==> src/rtl/vote_collector.sv <==
// Vote collector: synchronises and debounces raw voter buttons, then latches one vote per voter
// inside a timed session. Optional build macro VOTE_RETRACT_EN turns presses into vote toggles.
module vote_collector #(
    parameter int unsigned N_VOTERS        = 4,
    parameter int unsigned DEBOUNCE_CYCLES = 16,
    parameter int unsigned WINDOW_CYCLES   = 1000
) (
    input  logic                                 clk,
    input  logic                                 rst,
    input  logic                                 start,
    input  logic [N_VOTERS-1:0]                  btn,
    output logic [N_VOTERS-1:0]                  vote,
    output logic [N_VOTERS-1:0]                  voted,
    output logic                                 session_open,
    output logic                                 done,
    output logic [$clog2(WINDOW_CYCLES+1)-1:0]   time_left
);

    localparam int unsigned TW = $clog2(WINDOW_CYCLES + 1);
    localparam int unsigned CW = $clog2(DEBOUNCE_CYCLES + 1);

    typedef enum logic [1:0] {
        S_IDLE   = 2'd0,
        S_OPEN   = 2'd1,
        S_CLOSED = 2'd2
    } state_t;

    state_t                state_q, state_d;
    logic [N_VOTERS-1:0]   sync1_q, sync1_d;
    logic [N_VOTERS-1:0]   sync2_q, sync2_d;
    logic [N_VOTERS-1:0]   level_q, level_d;
    logic [N_VOTERS-1:0]   level_prev_q, level_prev_d;
    logic [CW-1:0]         cnt_q [N_VOTERS];
    logic [CW-1:0]         cnt_d [N_VOTERS];
    logic [N_VOTERS-1:0]   vote_q, vote_d;
    logic [N_VOTERS-1:0]   voted_q, voted_d;
    logic                  open_q, open_d;
    logic                  done_q, done_d;
    logic [TW-1:0]         time_left_q, time_left_d;
    logic [N_VOTERS-1:0]   press_c;
    logic                  close_c;

    // Input path: two-flop synchroniser, then a per-bit stability counter.
    // The level flips after the synced value has disagreed with it on DEBOUNCE_CYCLES+1 edges.
    always_comb begin
        sync1_d      = btn;
        sync2_d      = sync1_q;
        level_d      = level_q;
        level_prev_d = level_q;
        for (int unsigned k = 0; k < N_VOTERS; k++) begin
            cnt_d[k] = cnt_q[k];
            if (sync2_q[k] == level_q[k]) begin
                cnt_d[k] = '0;
            end else if (cnt_q[k] == CW'(DEBOUNCE_CYCLES)) begin
                level_d[k] = sync2_q[k];
                cnt_d[k]   = '0;
            end else begin
                cnt_d[k] = cnt_q[k] + CW'(1);
            end
        end
        press_c = level_q & ~level_prev_q;
    end

    // Session control and vote latching.
    always_comb begin
        state_d     = state_q;
        vote_d      = vote_q;
        voted_d     = voted_q;
        time_left_d = time_left_q;
        done_d      = 1'b0;
        close_c     = 1'b0;
        case (state_q)
            S_IDLE, S_CLOSED: begin
                if (start) begin
                    state_d     = S_OPEN;
                    vote_d      = '0;
                    voted_d     = '0;
                    time_left_d = TW'(WINDOW_CYCLES);
                end
            end
            S_OPEN: begin
                time_left_d = time_left_q - TW'(1);
`ifdef VOTE_RETRACT_EN
                vote_d  = vote_q ^ press_c;
                voted_d = voted_q | press_c;
                close_c = (time_left_q == TW'(1));
`else
                vote_d  = vote_q | (press_c & ~voted_q);
                voted_d = voted_q | press_c;
                close_c = (time_left_q == TW'(1)) || (&voted_d);
`endif
                if (close_c) begin
                    state_d = S_CLOSED;
                    done_d  = 1'b1;
                end
            end
            default: begin
                state_d = S_IDLE;
            end
        endcase
        open_d = (state_d == S_OPEN);
    end

    always_ff @(posedge clk) begin
        if (rst) begin
            state_q      <= S_IDLE;
            sync1_q      <= '0;
            sync2_q      <= '0;
            level_q      <= '0;
            level_prev_q <= '0;
            for (int unsigned k = 0; k < N_VOTERS; k++) begin
                cnt_q[k] <= '0;
            end
            vote_q       <= '0;
            voted_q      <= '0;
            open_q       <= 1'b0;
            done_q       <= 1'b0;
            time_left_q  <= '0;
        end else begin
            state_q      <= state_d;
            sync1_q      <= sync1_d;
            sync2_q      <= sync2_d;
            level_q      <= level_d;
            level_prev_q <= level_prev_d;
            for (int unsigned k = 0; k < N_VOTERS; k++) begin
                cnt_q[k] <= cnt_d[k];
            end
            vote_q       <= vote_d;
            voted_q      <= voted_d;
            open_q       <= open_d;
            done_q       <= done_d;
            time_left_q  <= time_left_d;
        end
    end

    assign vote         = vote_q;
    assign voted        = voted_q;
    assign session_open = open_q;
    assign done         = done_q;
    assign time_left    = time_left_q;

endmodule

==> config.mk <==
export PLATFORM = sky130hd
export DESIGN_NAME = vote_collector
export DESIGN_NICKNAME = d
export VERILOG_FILES = /design/src/rtl/vote_collector.sv
export SDC_FILE = /design/constraint.sdc
export NUM_CORES = 1
export LEC_CHECK = 0
export ABC_AREA = 1
export CAP_MARGIN = 40
export CELL_PAD_IN_SITES_DETAIL_PLACEMENT = 2
export CELL_PAD_IN_SITES_GLOBAL_PLACEMENT = 2
export CORE_MARGIN = 2
export CORE_UTILIZATION = 35
export DETAILED_ROUTE_END_ITERATION = 7
export PLACE_DENSITY = 0.85
export SLEW_MARGIN = 0
export SYNTH_ARGS = -nofsm -noshare
export SYNTH_HDL_FRONTEND = slang
export SYNTH_SLANG_ARGS = --single-unit
==> constraint.sdc <==
create_clock -name clk -period 2 [get_ports clk]
set_clock_uncertainty 0.1 [all_clocks]
set_input_delay 0.4 -clock clk [delete_from_list [all_inputs] [get_ports clk]]
set_output_delay 0.4 -clock clk [all_outputs]
set_load 0.05 [all_outputs]
# ---- Word level (Yosys, flattened, before mapping)
# Memory sizes are Yosys's and may differ from the RTL's.
# Index checks and enable logic that the tools add are counted.
# Widths: inputs -> output; s select.
dict set report word_totals {
  register_bits 38
  n_memories 1
  out_inout_bits 20
  inputBits 7
  ram_bits 20
  word_cells 82
}
dict set report classes {
  n_eq_ne 13
  n_mux 24
  n_reduce_logical 11
  n_addsub 5
  n_bitwise 15
}
# memory words word_bits read_ports rd_clocked_by_memory_dff write_ports line
set memory_table {}
lappend memory_table {cnt_q 4 5 4 0 4 33} ;# logic [CW-1:0] cnt_q [N_VOTERS];
# operator count
set ops {}
lappend ops {{$mux 5} 12}
lappend ops {{$add 5x1->5 const B} 4}
lappend ops {{$eq 5x5->1 const B} 4}
lappend ops {{$pmux 10 s2} 1}
lappend ops {{$pmux 4 s2} 2}
lappend ops {{$eq 10x1->1 const B} 1}
lappend ops {{$mux 10} 1}
lappend ops {{$reduce_and 2->1} 5}
lappend ops {{$sub 10x1->10 const B} 1}
lappend ops {{$and 4x4->4} 2}
lappend ops {{$not 4->4} 2}
lappend ops {{$or 4x4->4} 2}
lappend ops {{$not 1->1} 5}
lappend ops {{$eq 1x1->1} 4}
lappend ops {{$eq 2x1->1 const B} 2}
lappend ops {{$mux 1} 4}
lappend ops {{$mux 2} 2}
lappend ops {{$mux 4} 1}
lappend ops {{$or 1x1->1} 4}
lappend ops {{$pmux 2 s2} 1}
lappend ops {{$reduce_and 4->1} 1}
lappend ops {{$reduce_or 2->1} 2}
lappend ops {{$eq 2x2->1 const B} 1}
lappend ops {{$logic_not 2->1} 1}
lappend ops {{3 further kinds} 3}

# ---- Depth between registers and ports, before layout
# Gate-level depths: netlist of the first run.
dict set report logic_depth {
  ltp_word 8
  mapped_depth 9
  mapped_depth_nobuf 9
}

# ---- Worst setup path after synthesis of the first run
# No wires, ideal clock.
dict set report synth_path {
  path_kind {flip-flop to flip-flop}
  from {register time_left_q[0], in the netlist time_left[0]}
  to {register time_left_q[6], in the netlist time_left[6]}
  period_less_slack_ps 1674
  setup_ps 129
  t_arrival_ps 1445
  path_slack_ps 326
  path_stages_with_launch 9
  required_time_ps 1771
  path_cell_list {dfxtp_1 inv_1 ha_1 nand2_1 nor2_2 nand3_1 nand2_1 a21oi_1 nor2_1}
}
dict set report synth_between {
  elab_chain_cells 2
}
# item line
set synth_lines {}
lappend synth_lines {{start: declaration} 39} ;# logic [TW-1:0] time_left_q, time_left_d;
lappend synth_lines {{start signal: assignment} 132} ;# time_left_q <= time_left_d;
lappend synth_lines {{$sub 10x1->10} 82} ;# time_left_d = time_left_q - TW'(1);
lappend synth_lines {{$pmux 10 s2} 72} ;# case (state_q)
# No other way between the ends.
# A chain may end at the register's enable or synchronous reset.

# ---- Worst setup path in the final report of the first run
dict set report layout_path {
  from {register open_q, in the netlist session_open}
  to {output port session_open}
}
# item line
set layout_lines {}
lappend layout_lines {{start: declaration} 37} ;# logic open_q, open_d;
lappend layout_lines {{start signal: assignment} 130} ;# open_q <= open_d;
lappend layout_lines {{end: declaration} 14} ;# output logic session_open,
# No word-level cell between the ends.

==> results by group, run 1 <==
Run status
  • Status: completed

Setup path
  • Crit path buffers/inverters: 1
  • CP endpoint kind: primary output
  • CP delay by family, top: buffers and inverters
  • R2r setup slk: between 0.4 and 0.5 ns
  • Startpoint class of the critical path: flop
  • CP peak stage delay: slightly below 0.8 ns
  • CP Cell Sequence: clkdlybuf4s50_1
  • WP data arrival: 1.43 ns
  • Max stage delay cell, worst path: clkdlybuf4s50_1
  • WS Path Type: flop to primary output
  • Crit Path Max Fanout: 1
  • Required time worst endpoint: about 1.5 ns

Timing
  • Crit path time final: slightly below 2 ns
  • Slew Limit Headroom: 66.0%
  • TNS Setup: 0 ns
  • Max frequency: slightly above 0.5 GHz
  • Final Cycle Share: 96.3%
  • RSZ-0062 raised after global routing: false
  • Fin. max-slew vios: 0
  • Tightest Pin Transition: between 0.5 and 0.6 ns
  • Fin. Hold Viols: 0
  • Final setup violation count: 0

Routing
  • Initial DRT Pass Iterations: 3
  • Vias: about 2.1k
  • DRC: 0
  • Drt initial violations: between 70 and 80
  • WL final: 6730 um
  • Vias/cell: approximately 4.8
  • WL/cell: around 16 um
  • Remaining antenna violation count: 0

Synth
  • Post-synthesis average cell area: about 8 um^2
  • Yosys top cell area share: 48.2%
  • Yosys warning total: 0
  • Seq/Total Area, Yosys: approximately 48%
  • Net Count, Synth: roughly 330
  • Synth area leader: dfxtp_1
  • Gate Count Post-Synth: around 310
  • Synthesized cell area: approximately 2400 um^2
  • Yosys cell types: 28
  • #FFs+latches synth: 58
  • Largest cells by area after synthesis: dfxtp_1 (48%), inv_1 (8.1%), nor2_1 (7.9%)

Die
  • Die Y: between 80 and 90 um
  • Std cell rows: 30
  • Die W: ~87 um
  • Ports placed on the boundary: 27
  • Initial core utilization: between 30 and 40%
  • Core area: approximately 6700 um^2
  • Die area: 7560 um^2

Pwr
  • Switching Fraction: between 20% and 30%
  • PwrDens: 927 nW/um^2
  • Net Switching: 0.758 mW
  • Internal: ~1.9 mW
  • Clock share of power: 40.8%
  • Reg power frac: around 46%
  • Max VDD drop: 0.431 mV
  • Lkg Pwr: about 1.3 nW
  • Gate power share: between 10% and 20%

Final layout
  • Area delta synth->final: 21.1%
  • FILL cells: 788
  • Ant. Diodes: 0
  • Most frequent cells in the layout: dfxtp_1 (58), inv_1 (52), nor2_1 (51)
  • Storage cell area: between 1000 and 1500 um^2
  • Area of the multi-input gates: 1010 um^2
  • Share of layout cells above drive strength 1: between 10 and 15%
  • Most common cell after layout, fill and taps aside: dfxtp_1
  • Fin util: between 40% and 50%
  • Final nets: 360

Placed design
  • DP HPWL: between 4000 and 5000 um
  • GPL Wtd Cong: around 0.80
  • IO Port Bufs: 26

GRT
  • First-pass GRT wire length: approximately 11,000 um
  • Vias in the first global route: 2,302
  • Largest net degree at the start of global routing: 14
  • Initial antenna violation count: 0
  • Total grt overflow: 0
  • Total track usage: roughly 20%

CTS
  • Clock tree buffer depth: 2
  • H-tree depth: 3
  • Hold-fix buffers at CTS: 0
  • CTS tree: built
  • Root buf cell: clkbuf_8
  • Worst-Skew Late Latency: 0.34 ns
  • Setup Buffers After CTS: 0
  • TritonCTS buffer count: 9
  • CTS Sinks: 58
  • Post-cts resize count: 2
  • CTS clk-pin slew, worst paths: 0.06 ns

Run
  • Max_cap viols: 0

Hold path
  • Worst min path class: flop to flop
==> per-stage QoR <==
stage          cells  setup WS (ns)  area [um^2]  hold slack (ns)  total power, mW
3_5_place_dp     412          0.204         2720            0.301             1.62
4_1_cts          428         0.0576         2920            0.311             2.74
5_1_grt          428         0.0167         2920            0.331             2.83
3_3_place_gp     412          0.256         2720            0.289             1.61
6_report         428         0.0731         2920            0.309             2.70
2_1_floorplan    308          0.326         2410            0.288             1.50
==> power by group through the flow <==
| stage | registers (mW) | clock network [mW] | logic (mW) |
|---|---|---|---|
| 6_report | 1.23 | 1.10 | 0.371 |
| 5_1_grt | 1.24 | 1.18 | 0.412 |
| 4_1_cts | 1.23 | 1.13 | 0.375 |
| 3_5_place_dp | 1.26 | 0 | 0.369 |
| 3_3_place_gp | 1.25 | 0 | 0.354 |
| 2_1_floorplan | 1.33 | 0 | 0.173 |
==> worst min-delay path, cell delays in order, from the launching register on <==
cell and delay [ns]:
dfxtp_1 0.30, inv_1 0.04, nor2_1 0.03
==> cell usage after synthesis <==
| library cell | instances |
|---|---|
| buf_2 | 1 |
| nand2_2 | 1 |
| o31ai_1 | 1 |
| nand3_1 | 29 |
| xor2_1 | 11 |
| nand2_1 | 35 |
| buf_4 | 1 |
| a21oi_2 | 1 |
| a31oi_1 | 4 |
| nand4_1 | 2 |
| nor2_4 | 1 |
| nor3_1 | 1 |
| or2_2 | 1 |
| a21oi_1 | 17 |
| o21ai_2 | 1 |
| dfxtp_1 | 58 |
| nand3_2 | 1 |
| or2_0 | 1 |
| ha_1 | 10 |
| o21ai_0 | 5 |
| inv_2 | 7 |
| nand2_4 | 2 |
| inv_1 | 52 |
| nor2_1 | 51 |
| o21ai_1 | 6 |
| nor2_2 | 2 |
| clkbuf_1 | 2 |
| xnor2_1 | 4 |
==> state kept, by name, summed over array words and instances (netlist names) <==
signal / cells
voted: 4
state_q: 2
cnt_q: 20
level_prev_q: 4
done: 1
vote: 4
sync1_q: 4
session_open: 1
time_left: 10
level_prev_d: 4
sync2_q: 4
==> kinds of logic (layout without fill, tap and decap cells) <==
kind of cell / Yosys count / count (layout) / share of synthesized area, %
simple gates: 127 / 127 / 23.3
buf+inv: 63 / 103 / 10.0
xor+xnor: 15 / 15 / 5.45
fa+ha+maj: 10 / 10 / 5.19
flops: 58 / 58 / 48.2
compound gates: 35 / 35 / 7.89
==> per-layer routing <==
metal	track usage, %	routed length [um]
met5	0	0
met4	11.6	215
met3	3.98	179
met2	35.9	3620
met1	20.5	2710
==> final cells by class <==
| cell class | instances | share of cell area, % |
|---|---|---|
| clock buffer | 14 | 5.57 |
| clock inverter | 2 | 1.20 |
| inverter | 59 | 7.59 |
| multi-input combinational | 187 | 34.5 |
| sequential | 58 | 39.8 |
| tap | 80 | 3.43 |
| timing repair buffer | 28 | 7.89 |
==> worst paths after layout <==
check	startpoint	end	depth (start not counted)
worst max register to register	time_left[0]	time_left[8]	9
worst min register to register	sync1_q[1]	sync2_q[1]	2
worst min-delay path	sync1_q[1]	sync2_q[1]	2
worst max-delay path	session_open	session_open	1
Note: power is estimated with default switching activity, not from simulation.
==> run 2: changes to the inputs <==
--- a/config.mk
+++ b/config.mk
@@ -9,7 +9,6 @@
 export CAP_MARGIN = 40
 export CELL_PAD_IN_SITES_DETAIL_PLACEMENT = 2
 export CELL_PAD_IN_SITES_GLOBAL_PLACEMENT = 2
-export CORE_MARGIN = 2
 export CORE_UTILIZATION = 35
 export DETAILED_ROUTE_END_ITERATION = 7
 export PLACE_DENSITY = 0.85
==> results by group, run 2 (synthesis gave the netlist of run 1 again) <==
Final layout
  • Most common cell after layout, fill and taps aside: dfxtp_1
  • Ant. Diodes: 0 (unchanged)
  • Final instance area: 2950 um^2 (+1.2%)
  • Final nets: 360 (unchanged)
  • Most frequent cells in the layout: dfxtp_1 (58), inv_1 (52), nor2_1 (51)
  • Share of layout cells above drive strength 1: 14.7% (+0.57 points)
  • Max reg flops: 20 (unchanged)
  • Area delta synth->final: 22.6%
  • FILL cells: 745 (-5.5%)
  • Largest reg by FF count: cnt_q

Routing
  • WL final: 6390 um (-5.0%)
  • Drt initial violations: 78 (+9.9%)
  • Vias/cell: 4.82 (-0.12%)
  • Remaining antenna violation count: 0 (unchanged)
  • DRC: 1 (+1)
  • WL/cell: 15.0 um (-4.4%)
  • Vias: 2,050 (-0.82%)
  • Initial DRT Pass Iterations: 6 (+3)

CTS
  • Clock tree buffer depth: 2 (unchanged)
  • CTS Sinks: 58 (unchanged)
  • Hold-fix buffers at CTS: 0 (unchanged)
  • CTS tree: built
  • Post-cts resize count: 0 (-2)
  • Setup Buffers After CTS: 0 (unchanged)
  • H-tree depth: 3 (unchanged)
  • Worst-Skew Late Latency: 0.34 ns (about the same)
  • Root buf cell: clkbuf_8
  • TritonCTS buffer count: 9 (unchanged)
  • CTS clk-pin slew, worst paths: 0.07 ns (about the same)

Timing
  • Tightest Pin Transition: 0.518 ns (+0.00560 ns)
  • Fin worst setup slack: 0.0649 ns (-0.00823 ns)
  • Final setup violation count: 0 (unchanged)
  • TNS Setup: 0 ns (unchanged)
  • Slew Limit Headroom: 65.4% (-0.57 points)
  • Fin. Hold Viols: 0 (unchanged)
  • RSZ-0062 raised after global routing: false
  • Final Cycle Share: 96.8% (+0.41 points)
  • Crit path time final: 1.94 ns (+0.00823 ns)
  • Max frequency: 0.517 GHz (-0.43%)
  • Hold WS: 0.324 ns (+0.0149 ns)
  • Fin. max-slew vios: 0 (unchanged)

Run status
  • Status: finished, violations left
  • Failing checks: DRC

Setup path
  • Max stage delay cell, worst path: clkdlybuf4s50_1
  • CP endpoint kind: primary output
  • WP data arrival: 1.44 ns (about the same)
  • CP delay by family, top: buffers and inverters
  • WS Path Type: flop to primary output
  • Startpoint class of the critical path: flop
  • R2r setup slk: 0.52 ns (+0.08 ns)
  • Crit Path Max Fanout: 1 (unchanged)
  • CP peak stage delay: 0.79 ns (about the same)
  • R2r endpoint: time_left[8]
  • Reg2reg path depth: 9 (unchanged)
  • Crit path buffers/inverters: 1 (unchanged)
  • Required time worst endpoint: 1.50 ns (about the same)
  • CP Cell Sequence: clkdlybuf4s50_1
  • RR Startpoint: time_left[0]

Placed design
  • Dpl cell area: 2720 um^2 (-0.14%)
  • GPL Wtd Cong: 0.797 (-0.11%)
  • DP HPWL: 4590 um (-0.81%)
  • IO Port Bufs: 26 (unchanged)
  • Pre-CTS WS: 0.179 ns (-0.0253 ns)

Die
  • Ports placed on the boundary: 27 (unchanged)
  • Die Y: 85.0 um (-2.3%)
  • Core area: 6490 um^2 (-3.3%)
  • Std cell rows: 29 (-3.3%)
  • Die W: 85.0 um (-2.3%)
  • Die area: 7220 um^2 (-4.5%)
  • Initial core utilization: 37.1% (+1.2 points)

Pwr
  • Lkg Pwr: 1.32 nW (+2.2%)
  • PwrDens: 979 nW/um^2 (+5.6%)
  • Max VDD drop: 0.488 mV (+13%)
  • Post-route total power: 2.89 mW (+6.9%)

Hold path
  • Hold Crit Endpoint: sync2_q[0]
  • Worst min path class: flop to flop
  • Hold path depth: 2 (unchanged)
  • Hold Startpoint: sync1_q[0]

GRT
  • Initial antenna violation count: 0 (unchanged)
  • Vias in the first global route: 2,257 (-2.0%)
  • First-pass GRT wire length: 11,000 um (-1.3%)
  • Total grt overflow: 0 (unchanged)
  • Largest net degree at the start of global routing: 14 (unchanged)
  • Total track usage: 19.9% (+0.25 points)

Run
  • Max_cap viols: 0 (unchanged)
==> run 2: metal layers <==
layer	routed length [um]	global-route usage, %	share of wire (%)	vias to the layer above
met4	53	6.01	0.83	0
met5	0	0	0	-
met2	3480	37.5	55	24
met3	158	4.86	2.5	6
met1	2690	21.8	42	1002
li1	-	-	-	1018
==> run 2: how the worst max path moves through the flow <==
| stage | to | slack (ns) | depth (start not counted) | start |
|---|---|---|---|---|
| after floorplan | time_left[6] | 0.33 | 8 | time_left[0] |
| after global placement | time_left[7] | 0.27 | 6 | start |
| after detailed placement | time_left[7] | 0.18 | 6 | start |
| after CTS | vote[3] | 0.004 | 1 | vote[3] |
| after global routing | session_open | 0.02 | 1 | session_open |
| final | done | 0.06 | 1 | done |
==> run 2: where the power goes <==
group          switching [mW]  internal (mW)  total [mW]
combinational           0.255          0.111       0.366
sequential             0.0381           1.19        1.23
clock                   0.474          0.822        1.30
==> run 2: cell type report <==
| type | count | area (um^2) | area share [%] |
|---|---|---|---|
| clock buffer | 10 | 128 | 4.32 |
| sequential | 58 | 1160 | 39.3 |
| clock inverter | 6 | 105 | 3.56 |
| inverter | 59 | 221 | 7.50 |
| tap | 77 | 96.3 | 3.26 |
| multi-input combinational | 187 | 1010 | 34.1 |
| timing repair buffer | 28 | 235 | 7.96 |
==> run 2: per-stage QoR <==
step,utilization (%),std cells
after floorplan,-,308
after global placement,41.9,409
after detailed placement,41.9,409
after CTS,45.4,425
after global routing,45.5,425
final,45.5,425
